### src/rtl/rgb_to_yuv_converter.sv
// RGB to YUV frame converter.
// Reads planar-interleaved RGB words (R, G, B per two-pixel pair), converts each pixel to
// 8-bit Y/U/V with saturation and writes the Y, U and V words to three separate planes.
// Optional feature macro: RGB2YUV_ROUND_EN adds a rounding constant of 128 before the
// final shift (round to nearest); without it the result truncates toward minus infinity.
module rgb_to_yuv_converter #(
  parameter int unsigned PIXEL_PAIRS = 38400,
  parameter logic [19:0] Y_BASE      = 20'd0,
  parameter logic [19:0] U_BASE      = 20'd38400,
  parameter logic [19:0] V_BASE      = 20'd76800
) (
  input  logic        clk,
  input  logic        rst,
  input  logic        start,
  input  logic [15:0] R_data,
  output logic [19:0] R_addr,
  output logic [19:0] W_addr,
  output logic [15:0] W_data,
  output logic        W_en,
  output logic        busy,
  output logic        done
);

`ifdef RGB2YUV_ROUND_EN
  localparam logic signed [18:0] Rnd = 19'sd128;
`else
  localparam logic signed [18:0] Rnd = 19'sd0;
`endif

  localparam logic [19:0] LastPair = 20'(PIXEL_PAIRS - 1);

  typedef enum logic [3:0] {
    StIdle,
    StRdR,
    StRdG,
    StRdB,
    StCapB,
    StWrY,
    StWrU,
    StWrV,
    StDone
  } state_e;

  state_e      state_q, state_d;
  logic [19:0] k_q, k_d;
  logic [15:0] r_q, r_d;
  logic [15:0] g_q, g_d;
  logic [15:0] b_q, b_d;
  logic [19:0] r_addr_q, r_addr_d;
  logic [19:0] w_addr_q, w_addr_d;
  logic [15:0] w_data_q, w_data_d;
  logic        w_en_q, w_en_d;
  logic        busy_q, busy_d;
  logic        done_q, done_d;

  logic [19:0] src_base;
  logic [23:0] pix_even, pix_odd;

  // Clamp a signed intermediate to the 0..255 pixel range.
  function automatic logic [7:0] sat8(input logic signed [18:0] x);
    if (x < 19'sd0) begin
      return 8'd0;
    end else if (x > 19'sd255) begin
      return 8'hff;
    end else begin
      return x[7:0];
    end
  endfunction

  // One pixel conversion, returns {Y, U, V}.
  function automatic logic [23:0] to_yuv(input logic [7:0] r, input logic [7:0] g,
                                         input logic [7:0] b);
    logic signed [18:0] rs, gs, bs, y, u, v;
    rs = signed'({11'd0, r});
    gs = signed'({11'd0, g});
    bs = signed'({11'd0, b});
    y  = (19'sd77 * rs + 19'sd150 * gs + 19'sd29 * bs + Rnd) >>> 8;
    u  = ((19'sd128 * bs - 19'sd43 * rs - 19'sd85 * gs + Rnd) >>> 8) + 19'sd128;
    v  = ((19'sd128 * rs - 19'sd107 * gs - 19'sd21 * bs + Rnd) >>> 8) + 19'sd128;
    return {sat8(y), sat8(u), sat8(v)};
  endfunction

  // Next-state, pixel capture and registered-output computation.
  always_comb begin
    state_d  = state_q;
    k_d      = k_q;
    r_d      = r_q;
    g_d      = g_q;
    b_d      = b_q;
    r_addr_d = r_addr_q;
    w_addr_d = w_addr_q;
    w_data_d = w_data_q;
    w_en_d   = 1'b0;
    done_d   = 1'b0;

    unique case (state_q)
      StIdle: begin
        k_d = 20'd0;
        if (start) state_d = StRdR;
      end
      StRdR:  state_d = StRdG;
      StRdG: begin
        r_d     = R_data;
        state_d = StRdB;
      end
      StRdB: begin
        g_d     = R_data;
        state_d = StCapB;
      end
      StCapB: begin
        b_d     = R_data;
        state_d = StWrY;
      end
      StWrY:  state_d = StWrU;
      StWrU:  state_d = StWrV;
      StWrV: begin
        if (k_q == LastPair) begin
          state_d = StDone;
        end else begin
          k_d     = k_q + 20'd1;
          state_d = StRdR;
        end
      end
      StDone: begin
        k_d     = 20'd0;
        state_d = StIdle;
      end
      default: state_d = StIdle;
    endcase

    // Outputs are registered, so they are decoded from the state being entered.
    src_base = {k_d[18:0], 1'b0} + k_d;
    pix_even = to_yuv(r_q[7:0], g_q[7:0], b_d[7:0]);
    pix_odd  = to_yuv(r_q[15:8], g_q[15:8], b_d[15:8]);

    unique case (state_d)
      StRdR: r_addr_d = src_base;
      StRdG: r_addr_d = src_base + 20'd1;
      StRdB: r_addr_d = src_base + 20'd2;
      StWrY: begin
        w_en_d   = 1'b1;
        w_addr_d = Y_BASE + k_d;
        w_data_d = {pix_odd[23:16], pix_even[23:16]};
      end
      StWrU: begin
        w_en_d   = 1'b1;
        w_addr_d = U_BASE + k_d;
        w_data_d = {pix_odd[15:8], pix_even[15:8]};
      end
      StWrV: begin
        w_en_d   = 1'b1;
        w_addr_d = V_BASE + k_d;
        w_data_d = {pix_odd[7:0], pix_even[7:0]};
      end
      StDone: done_d = 1'b1;
      default: ;
    endcase

    busy_d = (state_d != StIdle);
  end

  // State and output registers; reset clears everything immediately, even mid-frame.
  always_ff @(posedge clk or negedge rst) begin
    if (!rst) begin
      state_q  <= StIdle;
      k_q      <= 20'd0;
      r_q      <= 16'd0;
      g_q      <= 16'd0;
      b_q      <= 16'd0;
      r_addr_q <= 20'd0;
      w_addr_q <= 20'd0;
      w_data_q <= 16'd0;
      w_en_q   <= 1'b0;
      busy_q   <= 1'b0;
      done_q   <= 1'b0;
    end else begin
      state_q  <= state_d;
      k_q      <= k_d;
      r_q      <= r_d;
      g_q      <= g_d;
      b_q      <= b_d;
      r_addr_q <= r_addr_d;
      w_addr_q <= w_addr_d;
      w_data_q <= w_data_d;
      w_en_q   <= w_en_d;
      busy_q   <= busy_d;
      done_q   <= done_d;
    end
  end

  assign R_addr = r_addr_q;
  assign W_addr = w_addr_q;
  assign W_data = w_data_q;
  assign W_en   = w_en_q;
  assign busy   = busy_q;
  assign done   = done_q;

endmodule

### config.mk
export PLATFORM = sky130hd
export DESIGN_NAME = rgb_to_yuv_converter
export DESIGN_NICKNAME = d
export VERILOG_FILES = /design/src/rtl/rgb_to_yuv_converter.sv
export SDC_FILE = /design/constraint.sdc
export NUM_CORES = 1
export LEC_CHECK = 0
export ABC_AREA = 1
export CAP_MARGIN = 5
export CORE_UTILIZATION = 28
export DETAILED_ROUTE_END_ITERATION = 7
export PLACE_DENSITY_LB_ADDON = 0.12
export SYNTH_ARGS = -nofsm -noshare
export SYNTH_HDL_FRONTEND = slang
export SYNTH_SLANG_ARGS = --single-unit
export TNS_END_PERCENT = 30
### constraint.sdc
create_clock -name clk -period 5.95 [get_ports clk]
set_clock_uncertainty 0.05 [all_clocks]
set_input_delay 1.785 -clock clk [delete_from_list [all_inputs] [get_ports clk]]
set_output_delay 1.785 -clock clk [all_outputs]
set_load 0.02 [all_outputs]
[Word-level counts from Yosys, hierarchy flattened]
Cells that the tools add are included.
Storage, ports and cells
  input port bits: 19
  bits in writable memories: 0
  register bits: 131
  latch bits: 0
  memories kept: 0
  bits in read-only memories: 0
Operators by class
  magnitude comparators: 12
  multiplexer cells: 23
  $add $sub $neg: 22
  multipliers: 14
  bitwise gates (word level): 0
  shifts and indexed selects: 0
  divide/modulo/power cells: 0
  equal/unequal tests: 16
  reductions and logical operators: 6
Operators with widths (number)
  multiplier 7 x 8 -> 15 bit (first input constant): 8
  one-hot mux 20 bit (3 select lines): 2
  two-way mux 8 bit: 12
  < comparator 10 x 1 -> 1 bit (second input constant): 6
  multiplier 5 x 8 -> 13 bit (first input constant): 4
  one-hot mux 16 bit (3 select lines): 1
  adder 20 x 1 -> 20 bit (second input constant): 2
  adder 9 x 9 -> 10 bit (second input constant): 4
  greater-than comparator 10 x 9 -> 1 bit (second input constant): 4
  one-hot mux 20 bit (2 select lines): 1
  adder 17 x 13 -> 18 bit: 2
  adder 15 x 16 -> 17 bit: 2
  subtractor 16 x 14 -> 17 bit: 2
  subtractor 16 x 16 -> 17 bit: 2
  one-hot mux 4 bit (8 select lines): 1
  subtractor 15 x 14 -> 16 bit: 2
  subtractor 15 x 15 -> 16 bit: 2
  == test 4 x 3 -> 1 bit (second input constant): 7
  multiplier 6 x 8 -> 14 bit (first input constant): 2
  adder 16 x 20 -> 20 bit (first input constant): 1
  adder 17 x 20 -> 20 bit (first input constant): 1
  adder 20 x 2 -> 20 bit (second input constant): 1
  adder 20 bit: 1
  == test 20 x 16 -> 1 bit (second input constant): 1
  13 further kinds: 22

[Logic depth before layout (Yosys ltp)]
  word-level depth: 9
  gate-level depth with buffers: 35
  gate-level depth less buffers: 34

[Worst setup path before layout]
Ideal clock, no wire load.
  path type: input-to-reg
  start point: input R_data[5]
  end point: register w_data_q[5] (netlist: W_data[5])
  library setup time: 117 ps
  required time: 5783 ps
  slack: -1160 ps
  data arrival time: 6943 ps
  cell stages on the path: 22
  cell sequence: inv_1 -> o21ai_0 -> inv_1 -> fa_1 -> inv_1 -> fa_1 -> fa_1 -> fa_1 -> inv_1 -> fa_1 -> inv_1 -> ha_1 -> a21oi_1 -> o21ai_0 -> a21oi_1 -> nand2_1 -> a21oi_4 -> nand2_1 -> o21ai_0 -> nand3_1 -> nand2_1 -> nand2_1
Between the ends
  cells in the longest elaborated chain, start to end: 8
  elaborated cells between the ends (all ways): 22
  classes of those cells: 6 x add/sub; 2 x mul; 6 x order compare; 8 x mux
RTL lines
  start: declaration: line 15  | input logic [15:0] R_data,
  two-way mux 16 bit *: line 96  | unique case (state_q)
  named net b_d[5]: line 48  | logic [15:0] b_q, b_d;
  multiplier 5 x 8 -> 13 bit / subtractor 15 x 14 -> 16 bit (equally long branches): line 79, 78
  subtractor 16 x 14 -> 17 bit / subtractor 16 x 16 -> 17 bit (equally long branches): line 79, 78
  adder 9 x 9 -> 10 bit, on equally long branches: line 79, 78
  greater-than comparator 10 x 9 -> 1 bit: line 63  | end else if (x > 19'sd255) begin
  two-way mux 8 bit: line 63
  two-way mux 8 bit: line 61  | if (x < 19'sd0) begin
  one-hot mux 16 bit (3 select lines) *: line 136  | unique case (state_d)
  end signal: assignment: line 184  | w_data_q <= w_data_d;
  end: declaration: line 51  | logic [15:0] w_data_q, w_data_d;
Mark *: on every way through the listed nets, which the timed path passes. The rest lies on a longest branch.
A chain may end at the register's enable or synchronous reset.

[Worst setup path in the final report]
  start point: register g_q[4]
  end point: register w_data_q[6] (netlist: W_data[6])
Between the ends
  cells in the longest elaborated chain, start to end: 8
  elaborated cells between the ends (all ways): 23
  classes of those cells: 7 x add/sub; 3 x mul; 6 x order compare; 7 x mux
RTL lines
  start: declaration: line 47  | logic [15:0] g_q, g_d;
  start signal: assignment: line 180  | g_q <= g_d;
  multiplier 7 x 8 -> 15 bit: line 79  | v = ((19'sd128 * rs - 19'sd107 * gs - 19'sd21 * bs + Rnd) >>> 8) + 19'sd128;
  subtractor 15 x 15 -> 16 bit: line 79
  subtractor 16 x 14 -> 17 bit: line 79
  adder 9 x 9 -> 10 bit: line 79
  greater-than comparator 10 x 9 -> 1 bit: line 63
  two-way mux 8 bit: line 63
  two-way mux 8 bit: line 61
  one-hot mux 16 bit (3 select lines) *: line 136
Mark *: on every way between the ends. The rest lies on a longest branch, timed or not.

==> flow_metrics.env <==
export IMPL_outcome="finished, violations left"
export IMPL_violations="negative setup slack"
export IMPL_min_path_cells=2
export IMPL_hold_viol=0
export IMPL_overflow=0
export IMPL_clock_latency_ps=500
export IMPL_fp_row_count=111
export IMPL_buffer_ports_inserted=77
export IMPL_synth_simple_area_share_pct=20.1
export IMPL_rsz0062_at_grt="true"
export IMPL_num_antenna_cells=0
export IMPL_htree_levels=4
export IMPL_synthAdderAreaFrac_pct=40.1
export IMPL_layout_commonest_cell="inv_1"
export IMPL_die_area_um2=93500
export IMPL_antenna_left=0
export IMPL_startpoint_type="flip-flop"
export IMPL_worstSetupPathType="flip-flop to flip-flop"
export IMPL_holdPathEnd="W_addr[4]"
export IMPL_r2r_start="g_q[4]"
export IMPL_fin_ws_ps=-219
export IMPL_fin_crit_sh_pct=104
export IMPL_synth_warnings=0
export IMPL_top_layer="met5"
export IMPL_start_util_pct=28.2
export IMPL_synthTopCellsByArea="ha_1, fa_1, dfrtp_1"
export IMPL_setup_violations_final=16
export IMPL_synth_async_reset_ratio_pct=100
export IMPL_synthMuxAreaShare_pct=0.0872
export IMPL_hold_start="W_addr[4]"
export IMPL_r2r_end="W_data[6]"
export IMPL_syn_inst=3439
export IMPL_viasPerCell=4.56
export IMPL_final_cell_mix="inv_1, nand2_1, ha_1"
export IMPL_fillers=9767
export IMPL_crit_path_max_fanout=4
export IMPL_worstPathRequired_ps=6280
export IMPL_synth_edf_count=0
export IMPL_hold_path_class="flip-flop to flip-flop"
export IMPL_drtIter0Drc=1183
export IMPL_yosys_area_top_type="ha_1"
export IMPL_antenna_found_initial=5
export IMPL_min_period_ps=6170
export IMPL_grt_pass1_vias=24200
export IMPL_wl_met1_mm=42.3
export IMPL_rr_worst_depth=25
export IMPL_synth_top_area_share_pct=24.0
export IMPL_path_clk_slew_ps=80
export IMPL_ys_ff_latch=131
export IMPL_crit_path_top_delay_cell="fa_2"
export IMPL_max_freq_ghz=0.162
export IMPL_synth_distinct_cells=54
export IMPL_relSlewSlack_pct=45.4
export IMPL_core_um2=91500
export IMPL_drtPass1Iterations=7
export IMPL_critPathCaptureType="flip-flop"
export IMPL_rrSetupSlack_ps=-220
export IMPL_slew_viol_final=0
export IMPL_cts_root_buffer="clkbuf_16"
export IMPL_synth_xor_xnor_area_share_pct=4.67
export IMPL_drive_above_1_share_pct=19.8
export IMPL_avgSynthCellArea_um2=7.51
export IMPL_synth_top_family_by_area="adder cells"
export IMPL_groute_usage_overall_pct=19.4
export IMPL_drc=0
export IMPL_dr_total_vias=23400
export IMPL_synth_seq_area_share_pct=12.7
export IMPL_nNetsFinal=4661
export IMPL_max_clock_path_buffers=2
export IMPL_synth_compound_area_share_pct=11.1
export IMPL_pin_count=78
export IMPL_die_h_um=306
export IMPL_cts_tree="yes"
export IMPL_netlist_area_um2=25800
export IMPL_synth_nets=4161
export IMPL_max_stage_delay_ps=550
export IMPL_synth_ff_type="dfrtp_1"
export IMPL_grt_pass1_wl_mm=138
export IMPL_wl_met2_mm=41.3
export IMPL_wl_per_cell_um=17.1
export IMPL_maxCapViolCount=0
export IMPL_wirelength_mm=87.8
export IMPL_pre_cts_slack_ps=-1060
export IMPL_dr_wl_met3_mm=2.36
export IMPL_area_growth_pct=27.8
export IMPL_cp_arrival_ps=6500
export IMPL_gp_congestion=0.867
export IMPL_cts_buffers=17
export IMPL_tightest_slew_ps=819
export IMPL_grt_start_max_net_pins=70
export IMPL_die_x_um=306
export IMPL_clock_sinks=131
export IMPL_hpwlAfterDp_mm=75.7
==> stage by stage <==
step,std cells,hold slack (ps),utilization [%],instance area (um^2),TNS [ps]
3_5_place_dp,5076,422,34.4,31500,-15680
4_1_cts,5138,441,36.0,32900,-1900
3_3_place_gp,5076,418,34.4,31500,-15010
6_report,5138,431,36.1,33000,-2400
2_1_floorplan,3439,461,-,26300,-653
5_1_grt,5138,460,36.1,33000,-7270
==> how the worst max path moves through the flow <==
stage / from / endpoint / slack, ps / depth (start not counted)
global placement: R_data[10] / W_data[13] / -1010 / 22
CTS: g_q[5] / W_data[3] / -170 / 28
floorplan: R_data[5] / W_data[6] / -90 / 22
finish: g_q[4] / W_data[6] / -220 / 25
global route: g_q[12] / W_data[13] / -540 / 29
detailed placement: R_data[12] / W_data[12] / -1060 / 28
==> final cells by class <==
cell class                      count  area (um^2)  share of cell area (%)
Multi-Input combinational cell   2541        20800                    63.1
Timing Repair Buffer              510         4050                    12.3
Sequential cell                   131         3290                    9.95
Inverter                          738         2790                    8.45
Tap cell                         1186         1480                    4.50
Clock buffer                       19          443                    1.34
Clock inverter                     13          138                   0.417
==> metal layers <==
metal / GRT usage, % / up-vias
met3: 2.14 / 64
met5: 0 / -
li1: - / 12000
met2: 32.7 / 274
met4: 4.97 / 2
met1: 26.2 / 11100
==> flip-flops by register name, summed over array words and instances, names as in the netlist <==
register,flops
done,1
W_data,16
b_q,16
W_en,1
busy,1
state_q,4
k_q,20
g_q,16
R_addr,20
r_q,16
W_addr,20
==> synthesized netlist by cell type, types with 4 or more instances <==
cell type,count
inv_1,713
nor2_1,179
a21oi_4,5
nor3_1,27
inv_2,23
dfrtp_1,131
nand3_2,6
nand2_2,31
a211oi_1,5
o21bai_1,19
o211ai_1,10
xor2_1,85
o31ai_1,10
o21ai_1,17
nand2_1,665
and2_1,4
nor2_4,4
nand3b_1,9
a21o_1,13
nand3_1,187
or2_2,12
nor2_2,20
o21ai_2,9
nor4_1,6
o22ai_1,5
a31oi_1,14
a21oi_1,218
buf_2,4
o21ai_0,155
ha_1,496
nand2_4,4
nand4_1,43
xnor2_1,51
fa_1,207
clkbuf_1,18
==> cells by family (layout without fill, tap and decap cells) <==
| family | after synthesis | after routing |
|---|---|---|
| adder cells (fa/ha/maj) | 703 | 703 |
| multiplexers | 1 | 1 |
| AO/OA/AOI/OAI | 502 | 502 |
| XOR/XNOR | 137 | 137 |
| AND/OR/NAND/NOR | 1198 | 1198 |
| flip-flops | 131 | 131 |
| buffers and inverters | 767 | 1280 |
==> repair_timing <==
item	in CTS	in global routing
gates resized for setup	153	25
endpoints found under the setup margin	16	16
hold buffers	0	0
pin swaps	134	34
setup buffers	33	0
==> critical path, delay by kind of cell, from the launching register on <==
family	cells	cell delay (ps)
flip-flops	1	470
buffers and inverters	5	290
AND/OR/NAND/NOR	6	440
XOR/XNOR	1	260
adder cells (fa/ha/maj)	10	4110
AO/OA/AOI/OAI	3	410
Power is left out: the tool's default activity adds up to more than one toggle a clock period on the data nets, which glitch-free logic cannot reach.
